==> src/rtl/spi_pkg.sv <==
// ----------------------------------------------------------------------------
// spi_pkg
// Shared types and constants for the SPI responder (spi_slave) and its
// pin synchronizer (spi_sync).
//   spi_slave_state_t   : responder frame-tracking states
//   BITS_PER_BYTE       : SPI frame width
//   SPI_DEFAULT_TX_BYTE : byte shifted out when no response byte is loaded
// ----------------------------------------------------------------------------
package spi_pkg;

    typedef enum logic [1:0] {
        S_DISARMED = 2'd0,
        S_IDLE     = 2'd1,
        S_ACTIVE   = 2'd2
    } spi_slave_state_t;

    localparam int         BITS_PER_BYTE       = 8;
    localparam logic [7:0] SPI_DEFAULT_TX_BYTE = 8'hFF;

endpackage

==> src/rtl/spi_sync.sv <==
// ----------------------------------------------------------------------------
// spi_sync
// Brings one asynchronous SPI pin into the i_clk domain: a STAGES-deep
// synchronizer followed by a delay flop, with registered edge strobes.
// The strobe appears STAGES + 1 cycles after the pin transition, and o_level
// is aligned with the strobes (it already shows the new value when a strobe
// is high).
//   i_clk, i_rst_n : clock, synchronous active-low reset
//   i_pin          : asynchronous pin
//   o_level        : synchronized level (reset value RESET_VAL)
//   o_rise, o_fall : one-cycle edge strobes
// ----------------------------------------------------------------------------
module spi_sync #(
    parameter int   STAGES    = 2,
    parameter logic RESET_VAL = 1'b0
) (
    input  logic i_clk,
    input  logic i_rst_n,
    input  logic i_pin,
    output logic o_level,
    output logic o_rise,
    output logic o_fall
);

    genvar gi;
    generate
        for (gi = 0; gi < STAGES; gi++) begin : g_stage
            logic q_reg;
            if (gi == 0) begin : g_first
                always_ff @(posedge i_clk) begin
                    if (!i_rst_n) q_reg <= RESET_VAL;
                    else          q_reg <= i_pin;
                end
            end else begin : g_rest
                always_ff @(posedge i_clk) begin
                    if (!i_rst_n) q_reg <= RESET_VAL;
                    else          q_reg <= g_stage[gi-1].q_reg;
                end
            end
        end
    endgenerate

    logic sync_out;
    logic dly_reg;
    logic rise_reg;
    logic fall_reg;

    assign sync_out = g_stage[STAGES-1].q_reg;

    always_ff @(posedge i_clk) begin
        if (!i_rst_n) begin
            dly_reg  <= RESET_VAL;
            rise_reg <= 1'b0;
            fall_reg <= 1'b0;
        end else begin
            dly_reg  <= sync_out;
            rise_reg <= sync_out & ~dly_reg;
            fall_reg <= ~sync_out & dly_reg;
        end
    end

    assign o_level = dly_reg;
    assign o_rise  = rise_reg;
    assign o_fall  = fall_reg;

endmodule

==> src/rtl/spi_slave.sv <==
// ----------------------------------------------------------------------------
// spi_slave
// SPI mode-0 responder (CPOL=0, CPHA=0, MSB first, 8-bit frames) that
// oversamples SCLK/MOSI/CS_n in the i_clk domain.
//   i_clk, i_rst_n          : clock, synchronous active-low reset
//   i_sclk, i_mosi, i_cs_n  : SPI pins from the master (asynchronous)
//   o_miso, o_miso_oe       : SPI data to the master and its output enable
//   i_tx_valid, i_tx_byte   : response byte offered to the holding register
//   o_tx_ready              : holding register empty
//   o_rx_valid, o_rx_byte   : one-cycle pulse with each complete received byte
//   o_tx_underrun           : pulse when a default byte goes out on the wire
// ----------------------------------------------------------------------------
module spi_slave
    import spi_pkg::*;
#(
    parameter int         SYNC_STAGES     = 2,
    parameter logic [7:0] DEFAULT_TX_BYTE = SPI_DEFAULT_TX_BYTE
) (
    input  logic       i_clk,
    input  logic       i_rst_n,
    input  logic       i_sclk,
    input  logic       i_mosi,
    input  logic       i_cs_n,
    output logic       o_miso,
    output logic       o_miso_oe,
    input  logic       i_tx_valid,
    input  logic [7:0] i_tx_byte,
    output logic       o_tx_ready,
    output logic       o_rx_valid,
    output logic [7:0] o_rx_byte,
    output logic       o_tx_underrun
);

    localparam int BIT_CNT_W     = $clog2(BITS_PER_BYTE);
    // The synchronizer chain resets to "deasserted"; it takes this many cycles
    // for a genuinely low CS_n to appear at the level output after reset.
    localparam int DISARM_CYCLES = SYNC_STAGES + 1;
    localparam int DCNT_W        = $clog2(DISARM_CYCLES + 1);

    logic sclk_level_unused, sclk_rise, sclk_fall;
    logic cs_level, cs_rise, cs_fall;
    logic mosi_level, mosi_rise_unused, mosi_fall_unused;

    spi_sync #(.STAGES(SYNC_STAGES), .RESET_VAL(1'b0)) u_sync_sclk (
        .i_clk(i_clk), .i_rst_n(i_rst_n), .i_pin(i_sclk),
        .o_level(sclk_level_unused), .o_rise(sclk_rise), .o_fall(sclk_fall)
    );

    spi_sync #(.STAGES(SYNC_STAGES), .RESET_VAL(1'b1)) u_sync_cs (
        .i_clk(i_clk), .i_rst_n(i_rst_n), .i_pin(i_cs_n),
        .o_level(cs_level), .o_rise(cs_rise), .o_fall(cs_fall)
    );

    spi_sync #(.STAGES(SYNC_STAGES), .RESET_VAL(1'b0)) u_sync_mosi (
        .i_clk(i_clk), .i_rst_n(i_rst_n), .i_pin(i_mosi),
        .o_level(mosi_level), .o_rise(mosi_rise_unused), .o_fall(mosi_fall_unused)
    );

    spi_slave_state_t             state_reg, state_next;
    logic [DCNT_W-1:0]            disarm_cnt_reg, disarm_cnt_next;
    logic [BIT_CNT_W-1:0]         bit_cnt_reg, bit_cnt_next;
    logic [BITS_PER_BYTE-2:0]     rx_shift_reg, rx_shift_next;
    logic [7:0]                   rx_byte_reg, rx_byte_next;
    logic                         rx_valid_reg, rx_valid_next;
    logic [7:0]                   tx_shift_reg, tx_shift_next;
    logic                         miso_reg, miso_next;
    logic [7:0]                   hold_reg, hold_next;
    logic                         hold_full_reg, hold_full_next;
    logic                         under_pend_reg, under_pend_next;
    logic                         underrun_reg, underrun_next;
    logic                         load_point;
    logic [7:0]                   load_byte;

    always_ff @(posedge i_clk) begin
        if (!i_rst_n) begin
            state_reg      <= S_DISARMED;
            disarm_cnt_reg <= '0;
            bit_cnt_reg    <= '0;
            rx_shift_reg   <= '0;
            rx_byte_reg    <= 8'h00;
            rx_valid_reg   <= 1'b0;
            tx_shift_reg   <= 8'h00;
            miso_reg       <= 1'b0;
            hold_reg       <= 8'h00;
            hold_full_reg  <= 1'b0;
            under_pend_reg <= 1'b0;
            underrun_reg   <= 1'b0;
        end else begin
            state_reg      <= state_next;
            disarm_cnt_reg <= disarm_cnt_next;
            bit_cnt_reg    <= bit_cnt_next;
            rx_shift_reg   <= rx_shift_next;
            rx_byte_reg    <= rx_byte_next;
            rx_valid_reg   <= rx_valid_next;
            tx_shift_reg   <= tx_shift_next;
            miso_reg       <= miso_next;
            hold_reg       <= hold_next;
            hold_full_reg  <= hold_full_next;
            under_pend_reg <= under_pend_next;
            underrun_reg   <= underrun_next;
        end
    end

    always_comb begin
        state_next      = state_reg;
        disarm_cnt_next = disarm_cnt_reg;
        bit_cnt_next    = bit_cnt_reg;
        rx_shift_next   = rx_shift_reg;
        rx_byte_next    = rx_byte_reg;
        rx_valid_next   = 1'b0;
        tx_shift_next   = tx_shift_reg;
        miso_next       = miso_reg;
        hold_next       = hold_reg;
        hold_full_next  = hold_full_reg;
        under_pend_next = under_pend_reg;
        underrun_next   = 1'b0;
        load_point      = 1'b0;
        load_byte       = DEFAULT_TX_BYTE;

        case (state_reg)
            S_DISARMED: begin
                // Only arm after CS_n has read high for longer than the
                // synchronizer's reset-value flush time.
                if (cs_level) begin
                    if (disarm_cnt_reg == DCNT_W'(DISARM_CYCLES)) state_next = S_IDLE;
                    else disarm_cnt_next = disarm_cnt_reg + DCNT_W'(1);
                end else begin
                    disarm_cnt_next = '0;
                end
            end
            S_IDLE: begin
                if (cs_fall) begin
                    state_next   = S_ACTIVE;
                    bit_cnt_next = '0;
                    load_point   = 1'b1;
                end
            end
            S_ACTIVE: begin
                if (cs_rise) begin
                    state_next      = S_IDLE;
                    bit_cnt_next    = '0;
                    miso_next       = 1'b0;
                    under_pend_next = 1'b0;
                end else begin
                    if (sclk_rise) begin
                        rx_shift_next = {rx_shift_reg[BITS_PER_BYTE-3:0], mosi_level};
                        bit_cnt_next  = bit_cnt_reg + BIT_CNT_W'(1);
                        if (bit_cnt_reg == BIT_CNT_W'(BITS_PER_BYTE - 1)) begin
                            rx_byte_next  = {rx_shift_reg, mosi_level};
                            rx_valid_next = 1'b1;
                        end
                        // Underrun is reported only once a default byte actually
                        // starts clocking out; the load point after the last byte
                        // of a frame never reaches the wire.
                        if (under_pend_reg) begin
                            underrun_next   = 1'b1;
                            under_pend_next = 1'b0;
                        end
                    end
                    if (sclk_fall) begin
                        // Counter back at 0 means this fall closes a full byte.
                        if (bit_cnt_reg == '0) begin
                            load_point = 1'b1;
                        end else begin
                            tx_shift_next = {tx_shift_reg[6:0], 1'b0};
                            miso_next     = tx_shift_reg[6];
                        end
                    end
                end
            end
            default: state_next = S_DISARMED;
        endcase

        if (load_point) begin
            if (hold_full_reg) begin
                load_byte      = hold_reg;
                hold_full_next = 1'b0;
            end else begin
                under_pend_next = 1'b1;
            end
            tx_shift_next = load_byte;
            miso_next     = load_byte[7];
        end

        // A write racing a load point lands after the load has already seen
        // the register empty, so the byte waits for the next load point.
        if (i_tx_valid && !hold_full_reg) begin
            hold_next      = i_tx_byte;
            hold_full_next = 1'b1;
        end
    end

    assign o_miso        = miso_reg;
    assign o_miso_oe     = (state_reg == S_ACTIVE);
    assign o_tx_ready    = ~hold_full_reg;
    assign o_rx_valid    = rx_valid_reg;
    assign o_rx_byte     = rx_byte_reg;
    assign o_tx_underrun = underrun_reg;

endmodule
==> config.mk <==
export PLATFORM = sky130hd
export DESIGN_NAME = spi_slave
export DESIGN_NICKNAME = d
export VERILOG_FILES = /design/src/rtl/spi_pkg.sv /design/src/rtl/spi_sync.sv /design/src/rtl/spi_slave.sv
export SDC_FILE = /design/constraint.sdc
export NUM_CORES = 1
export LEC_CHECK = 0
export ABC_AREA = 1
export ABC_CLOCK_PERIOD_IN_PS = 1700
export BUFFER_PORTS_ARGS = -buffer_cell sky130_fd_sc_hd__buf_2
export CELL_PAD_IN_SITES_DETAIL_PLACEMENT = 0
export CELL_PAD_IN_SITES_GLOBAL_PLACEMENT = 1
export CORE_UTILIZATION = 38
export DETAILED_ROUTE_END_ITERATION = 10
export PLACE_DENSITY_LB_ADDON = 0.1
export SLEW_MARGIN = 30
export SYNTH_ARGS = -nofsm -noshare
export SYNTH_HDL_FRONTEND = slang
export SYNTH_SLANG_ARGS = --single-unit
==> constraint.sdc <==
create_clock -name i_clk -period 1.7 [get_ports i_clk]
set_clock_uncertainty 0.2 [all_clocks]
set_input_delay 0.085 -clock i_clk [delete_from_list [all_inputs] [get_ports i_clk]]
set_output_delay 0.085 -clock i_clk [all_outputs]
set_load 0.03 [all_outputs]
After elaboration in Yosys (flattened, before gate mapping)
Index checks and enable logic that the tools add are counted.

word-level totals
  register bits after elaboration = 55
  ROM bits = 0
  bits in writable memories = 0
  memories kept = 0
  bits in latches = 0
  bits of input ports = 14
  output and inout bits = 13

cells by class
  shift-type cells = 0
  div/mod/pow operators = 0
  $lt $le $gt $ge = 0
  bitwise operators = 13
  equal/unequal tests = 13
  muxes and demuxes = 36
  multiply operators = 0
  $add $sub $neg = 2
  reduce and logical (&&, ||, !) cells = 17

operators by type and width
  cell                                                                      count
  7-bit 2-to-1 mux                                                          5
  1-bit 2-to-1 mux                                                          18
  2-bit 2-to-1 mux                                                          6
  4-bit AND reduction                                                       3
  3-bit 2-to-1 mux                                                          3
  1-bit inverter                                                            9
  3-bit AND reduction                                                       3
  8-bit 2-to-1 mux                                                          1
  2-bit inequality test (second input constant)                             4
  2-bit nonzero test                                                        4
  2-bit by 1-bit inequality test with 1-bit output (second input constant)  3
  2-bit case mux with 3 select lines                                        1
  3-bit case mux with 2 select lines                                        1
  1-bit AND                                                                 4
  2-bit equality test (second input constant)                               2
  4-bit OR reduction                                                        1
  3-bit by 1-bit adder with 3-bit output (second input constant)            1
  3-bit equality test (second input constant)                               1
  3-bit logical NOT                                                         1
  3-bit by 1-bit inequality test with 1-bit output (second input constant)  1
  3-bit by 2-bit inequality test with 1-bit output (second input constant)  1
  3-bit nonzero test                                                        1
  2-bit by 1-bit adder with 2-bit output (second input constant)            1
  2-bit by 1-bit equality test with 1-bit output (second input constant)    1
  5 further kinds                                                           5

Logic depth before layout (Yosys ltp)
Gate-level depths: netlist of run 1.

  depth in word-level cells = 7
  gate-level depth with buffers = 11
  depth with buffers taken out = 10

Cells and area by module
From an unflattened synthesis of run 1, not the netlist that was laid out.

unflattened totals
  cell total of the unflattened synthesis = 291
  area total of the unflattened synthesis = 2292.2 um^2

by module, submodules not included
  module     times used  seq. area each (um^2)  area an instance (um^2)  cells each
  spi_slave  1           840.8                  1883.1                   249
  spi_sync   3           100.1                  136.4                    14

Least setup slack after synthesis of run 1
OpenSTA, ideal clock, no wires.

  kind = reg-to-reg
  from = reg state_reg[0]
  to = reg tx_shift_reg[2]
  arrival time = 1659 ps
  library setup time = 109 ps
  slack = -268 ps
  data required time = 1391 ps
  stages on the path, launching flop included = 11
  buffers on the path = 1
  cells stage by stage = dfxtp_1 > inv_1 > ha_1 > nand3_2 > o21bai_4 > nand2_4 > buf_6 > nand3_1 > nand3_1 > nand2_1 > inv_1

on the way
  word-level cells in the longest chain between the ends = 4

RTL lines
  what                                                                          RTL line          text
  start, declared                                                               spi_slave.sv:59   spi_slave_state_t state_reg, state_next;
  start signal, assigned                                                        spi_slave.sv:89   state_reg <= state_next;
  2-bit equality test (*)                                                       n/a
  net o_miso_oe                                                                 spi_slave.sv:25   output logic o_miso_oe,
  1-bit case mux with 2 select lines                                            spi_slave.sv:120  case (state_reg)
  2-bit inequality test (no source line) or 2-bit nonzero test (tied branches)  n/a
  4-bit AND reduction (no source line)                                          n/a
  end signal, assigned                                                          spi_slave.sv:95   tx_shift_reg <= tx_shift_next;
  end, declared                                                                 spi_slave.sv:65   logic [7:0] tx_shift_reg, tx_shift_next;

The timed path passes the listed nets; every way through them passes the cells marked *.
A chain may end at the register's enable or synchronous reset.

Worst setup path in the final report of run 1
  from = reg state_reg[0]
  to = reg tx_shift_reg[6]

on the way
  word-level cells in the longest chain between the ends = 4

RTL lines
  what                                                                                   RTL line
  2-bit equality test or 2-bit by 1-bit equality test with 1-bit output (tied branches)  spi_slave.sv:120
  1-bit case mux with 2 select lines                                                     spi_slave.sv:120
  2-bit inequality test (no source line) or 2-bit nonzero test (tied branches)           n/a
  4-bit AND reduction (no source line)                                                   n/a

Parallel ways exist; a longest one is shown, timed or not.

==> impl_metrics.json, run 1 <==
{
  "outcome": "complete, no violations",
  "fin_util_pct": 50.4,
  "wl_met1_mm": 2.34,
  "routed_wl_mm": 4.80,
  "pre_cts_slack_ps": -15.4,
  "die_w_um": 78.6,
  "cts_tree": "done",
  "synth_fp_nets": 307,
  "grt_max_degree": 40,
  "cp_slowest_cell": "dfxtp_4",
  "synth_seq_cells": 55,
  "rows": 27,
  "synth_warnings": 0,
  "critical-path-max-stage-delay_ps": 380,
  "diodes": 0,
  "drtIter0Drc": 66,
  "synth-edff-count": 0,
  "rsz0062_at_grt": "yes",
  "grt_usage_pct": 16.4,
  "leakagePower_uw": 0.00133,
  "met3RoutedLength_um": 124,
  "synth.area.top_cells": "dfxtp_1, nor2_1, nand2_1",
  "antenna_found_initial": 0,
  "syn2layout_area_growth_pct": 26.1,
  "vias": 1897,
  "power_uw": 2890,
  "grt_pass1_wl_mm": 7.84,
  "cp_common_cell": "nand2_2",
  "peakVddDrop_mv": 0.454,
  "synth_top_cells_by_count": "dfxtp_1, nor2_1, nand2_1, inv_1, o21ai_0",
  "nets": 358,
  "tightest_slew_ps": 529,
  "wl_met2_mm": 2.28,
  "comb_power_share_pct": 24.0,
  "yosysUniqueCellTypes": 27,
  "dr.pass1.iters": 6,
  "clock.fmax_mhz": 597,
  "critPathCaptureType": "register",
  "crit_arrival_ps": 1720,
  "fp.dieH_um": 78.6,
  "routabilityCongestion": 0.713,
  "p_switching_uw": 899,
  "startpoint_type": "register",
  "root_buffer": "clkbuf_8",
  "intPower_uw": 1990,
  "syn_avg_cell_area_um2": 7.84,
  "slew_headroom_pct": 64.7,
  "start_util_pct": 40.0,
  "drv_slew": 0,
  "clockBufferDepth": 2,
  "cts.sinks": 55,
  "h-tree-depth": 2,
  "hold_viol_final": 0,
  "port_buffers": 26,
  "highest_layer": "met4",
  "clk_pin_slew_worst_paths_ps": 90,
  "critical_path.max_fanout": 7,
  "drc_errors": 0,
  "dp.cells": 383,
  "setup_viol": 0,
  "finalNonFillerCells": 408,
  "hold_ws_ps": 58.5,
  "drtAntennaViolNets": 0,
  "cts_buffers": 5,
  "p_clk_share_pct": 26.0,
  "grt_overflow": 0,
  "period_share_pct": 98.6,
  "synth_area_mm2": 0.00223,
  "hpwl_mm": 3.10,
  "cellPowerDensity_mw_per_mm2": 1030,
  "routedWlPerCell_um": 11.8,
  "synth_most_common_cell": "dfxtp_1",
  "yosys.area.top_type_share_pct": 49.4,
  "via_per_inst": 4.65,
  "p_seq_share_pct": 49.9,
  "synth.yosys.seq_area_share_pct": 49.4,
  "yosys.area.top_type": "dfxtp_1",
  "io-pin-count": 27,
  "async_reset_ff_share_pct": 0,
  "synth_flop_cell": "dfxtp_1",
  "min_period_ps": 1680,
  "syn_inst": 284,
  "coreArea_mm2": 0.00557,
  "critPathKind": "reg -> reg",
  "finalWorstSetupSlack_ps": 23.7,
  "hp-class": "in -> reg",
  "clkLatencyLatePin_ps": 310,
  "cap_viol_max_count": 0,
  "grt_pass1_vias": 1791,
  "dieArea_mm2": 0.00617,
  "crit_path_cell_trace": "inv_4 -> ha_4 -> nand3_4 -> o21bai_4 -> nand2_4 -> buf_4 -> nand2_2 -> nand2_2 -> a21oi_2",
  "drive_above_1_share_pct": 25.6,
  "swShare_pct": 31.1,
  "critPathRequiredTime_ps": 1740
}
[cells by family (layout without fill, tap and decap cells)]
logic type | Yosys count | after routing | share of synthesized area [%]
AO/OA/AOI/OAI | 48 | 48 | 12.1
AND/OR/NAND/NOR | 129 | 130 | 25.6
buffers and inverters | 43 | 94 | 7.75
adder cells (fa/ha/maj) | 9 | 9 | 5.06
flip-flops | 55 | 55 | 49.4
[worst paths after layout]
kind                           startpoint                            to  slack, ps  depth (start not counted)
max                          state_reg[0]               tx_shift_reg[6]         20                          9
min                               i_rst_n             u_sync_cs.o_level         60                          3
max reg2reg                  state_reg[0]               tx_shift_reg[6]         20                          9
min reg2reg  u_sync_sclk.g_stage[0].q_reg  u_sync_sclk.g_stage[1].q_reg        220                          2
[final cells by class]
type | count | area [um2]
Inverter | 35 | 134
Timing Repair Buffer | 51 | 355
Sequential cell | 55 | 1110
Clock inverter | 1 | 8.76
Multi-Input combinational cell | 187 | 1020
Clock buffer | 7 | 86.3
Fill cell | 581 | 2770
Tap cell | 72 | 90.1
[per-stage QoR]
stage	cell area, um2	TNS (ps)
after floorplan	2240	0
after global placement	2490	0
after detailed placement	2490	-43.4
after CTS	2700	0
after global routing	2810	-182
final	2810	0
[per-layer routing]
layer	GRT usage, %	vias to the layer above
li1	-	1000
met1	19.7	871
met2	28.0	21
met3	4.19	5
met4	6.11	0
met5	0	-
[what timing repair did]
| item | 4_1_cts | 5_1_grt |
|---|---|---|
| endpoints found under the hold margin | 12 | 0 |
| hold buffers | 12 | 0 |
| setup endpoints to repair | 9 | 19 |
| pin swaps | 0 | 6 |
| buffers inserted | 0 | 4 |
| gates cloned | 0 | 1 |
| gates resized for setup | 2 | 25 |
[critical path: cells and delay by family (launching register included)]
kind            cells  cell delay [ps]
fa+ha+maj           1              190
flops               1              380
compound gates      2              310
simple gates        4              320
buf+inv             2              220
[cells in the final DEF, fill, tap and decap left out, drive strengths merged]
cell	instances
a21oi	16
o21bai	1
a31oi	1
nand3	19
o211ai	1
nand4	2
or2	7
clkbuf	7
nand2	44
nor3	4
nor2	54
clkinv	1
buf	39
a22oi	2
o21ai	27
dlygate4sd3	12
ha	9
inv	35
dfxtp	55
[power by group through the flow]
stage | clock [uW] | sequential [uW] | combinational (uW)
global route | 843 | 1450 | 777
global placement | 0 | 1450 | 605
floorplan | 0 | 1440 | 454
finish | 752 | 1440 | 693
detailed placement | 0 | 1450 | 611
CTS | 783 | 1430 | 639
(Power assumes the default switching activity.)
==> run 2, diff against run 1 <==
--- a/config.mk
+++ b/config.mk
@@ -12,7 +12,7 @@
 export CELL_PAD_IN_SITES_GLOBAL_PLACEMENT = 1
 export CORE_UTILIZATION = 38
 export DETAILED_ROUTE_END_ITERATION = 10
-export PLACE_DENSITY_LB_ADDON = 0.1
+export PLACE_DENSITY = 0.71
 export SLEW_MARGIN = 30
 export SYNTH_ARGS = -nofsm -noshare
 export SYNTH_HDL_FRONTEND = slang
==> run 2 against run 1 <==
Critical path depth did not move. Worst hold slack lost 8.7 ps. Worst setup slack better by 26 ps. Fmax rose by 1.6%. Sequential power hardly changed. Via count decreased by 0.84%. Cell area is 0.22% higher. Sequential share of layout area fell by 0.13 points. Critical endpoint is now o_miso. Highest routed layer unchanged.
==> impl_metrics.json, run 2 (synthesis gave the netlist of run 1 again) <==
{
  "outcome": "complete, no violations",
  "critical_path.max_fanout": 7,
  "wl_met1_mm": 2.27,
  "power_uw": 3020,
  "hpwl_mm": 3.10,
  "start_util_pct": 40.0,
  "diodes": 0,
  "io-pin-count": 27,
  "grt_pass1_vias": 1712,
  "setup_viol": 0,
  "fp.dieH_um": 78.6,
  "clkLatencyLatePin_ps": 310,
  "drtIter0Drc": 89,
  "drtAntennaViolNets": 0,
  "highest_layer": "met4",
  "routabilityCongestion": 0.748,
  "grt_pass1_wl_mm": 7.85,
  "period_share_pct": 97.1,
  "port_buffers": 26,
  "leakagePower_uw": 0.00135,
  "rsz0062_at_grt": "yes",
  "crit_arrival_ps": 1700,
  "coreArea_mm2": 0.00557,
  "finalInstanceArea_mm2": 0.00282,
  "cts_tree": "done",
  "drc_errors": 0,
  "syn2layout_area_growth_pct": 26.4,
  "placedInstanceArea_mm2": 0.00249,
  "root_buffer": "clkbuf_8",
  "routedWlPerCell_um": 11.4,
  "die_w_um": 78.6,
  "hold_ws_ps": 49.8,
  "vias": 1881,
  "routed_wl_mm": 4.64,
  "met3RoutedLength_um": 113,
  "hp-class": "in -> reg",
  "cellPowerDensity_mw_per_mm2": 1070,
  "startpoint_type": "register",
  "cts.sinks": 55,
  "dieArea_mm2": 0.00617,
  "via_per_inst": 4.63,
  "clockBufferDepth": 2,
  "grt_usage_pct": 16.3,
  "h-tree-depth": 2,
  "cap_viol_max_count": 0,
  "antenna_found_initial": 0,
  "critPathCaptureType": "register",
  "peakVddDrop_mv": 0.580,
  "cts_buffers": 5,
  "tightest_slew_ps": 551,
  "slew_headroom_pct": 63.2,
  "grt_max_degree": 40,
  "rows": 27,
  "nets": 357,
  "min_period_ps": 1650,
  "layout_commonest_cell": "dfxtp_1",
  "wl_met2_mm": 2.19,
  "drive_above_1_share_pct": 24.6,
  "grt_overflow": 0,
  "clock.fmax_mhz": 606,
  "dr.pass1.iters": 4,
  "critPathKind": "reg -> reg",
  "hold_viol_final": 0,
  "critPathRequiredTime_ps": 1750,
  "drv_slew": 0,
  "layout_common_cells": "dfxtp_1, nor2_1, nand2_1",
  "clk_pin_slew_worst_paths_ps": 100
}
## run 2: changes by cell type in the layout (fill, tap and decap cells not counted), moves of 2 or more
cell     change
ha_1         +2
ha_2         -2
inv_2        -3
nand2_1      -2
nand2_2      +4
nand2_4      -2
nor2_2       -2
## run 2: per-stage QoR
| step | TNS, ps | instances | worst slack [ps] | utilization [%] |
|---|---|---|---|---|
| global placement | 0 | 384 | 14.1 | 44.7 |
| floorplan | 0 | 284 | 12.2 | - |
| global route | -413 | 406 | -52.5 | 50.5 |
| detailed placement | -44.9 | 384 | -25.7 | 44.7 |
| finish | 0 | 406 | 49.3 | 50.5 |
| CTS | 0 | 403 | 5.83 | 48.9 |
## run 2: path summary, 6_finish.rpt
kind	from	slack, ps	to	cells after the start
setup / recovery	state_reg[0]	50	o_miso	9
setup reg to reg	state_reg[0]	50	o_miso	9
hold reg to reg	u_sync_sclk.o_level	220	u_sync_sclk.o_rise	1
hold / removal	i_rst_n	50	u_sync_cs.o_level	3
## run 2: critical path: stages, from the launching register on
cell      delay (ps)
dfxtp_4          380
inv_4             70
ha_4             170
nand3_4           80
o21bai_4         230
nand2_4          130
buf_4            150
o21ai_2           40
nand2_1           60
nor2_1            90
## run 2: what timing repair did
action | CTS | global route
endpoints found under the setup margin | 10 | 18
endpoints found under the hold margin | 12 | 0
pin swaps | 0 | 8
hold buffers | 12 | 0
cloned | 0 | 1
buffers inserted | 0 | 2
resized for setup | 2 | 24
## run 2: power breakdown
part	leakage [uW]	internal, uW	switching (uW)
Sequential	0.000449	1380	62.5
Clock	0.0000561	442	432
Combinational	0.000844	279	432
Total	0.00135	2100	926
## run 2: routing by layer
metal | GRT usage (%) | up-vias
li1 | - | 1002
met1 | 20.9 | 850
met2 | 26.6 | 21
met3 | 3.49 | 8
met4 | 6.11 | 0
met5 | 0 | -
## run 2: area by class of cell
class	count	area, um2
clock buffers	5	68.8
clock inverters	2	41.3
fillers	573	2760
inverters	35	141
multi-input cells	187	1020
flip-flops and latches	55	1110
well taps	72	90.1
repair buffers	50	348
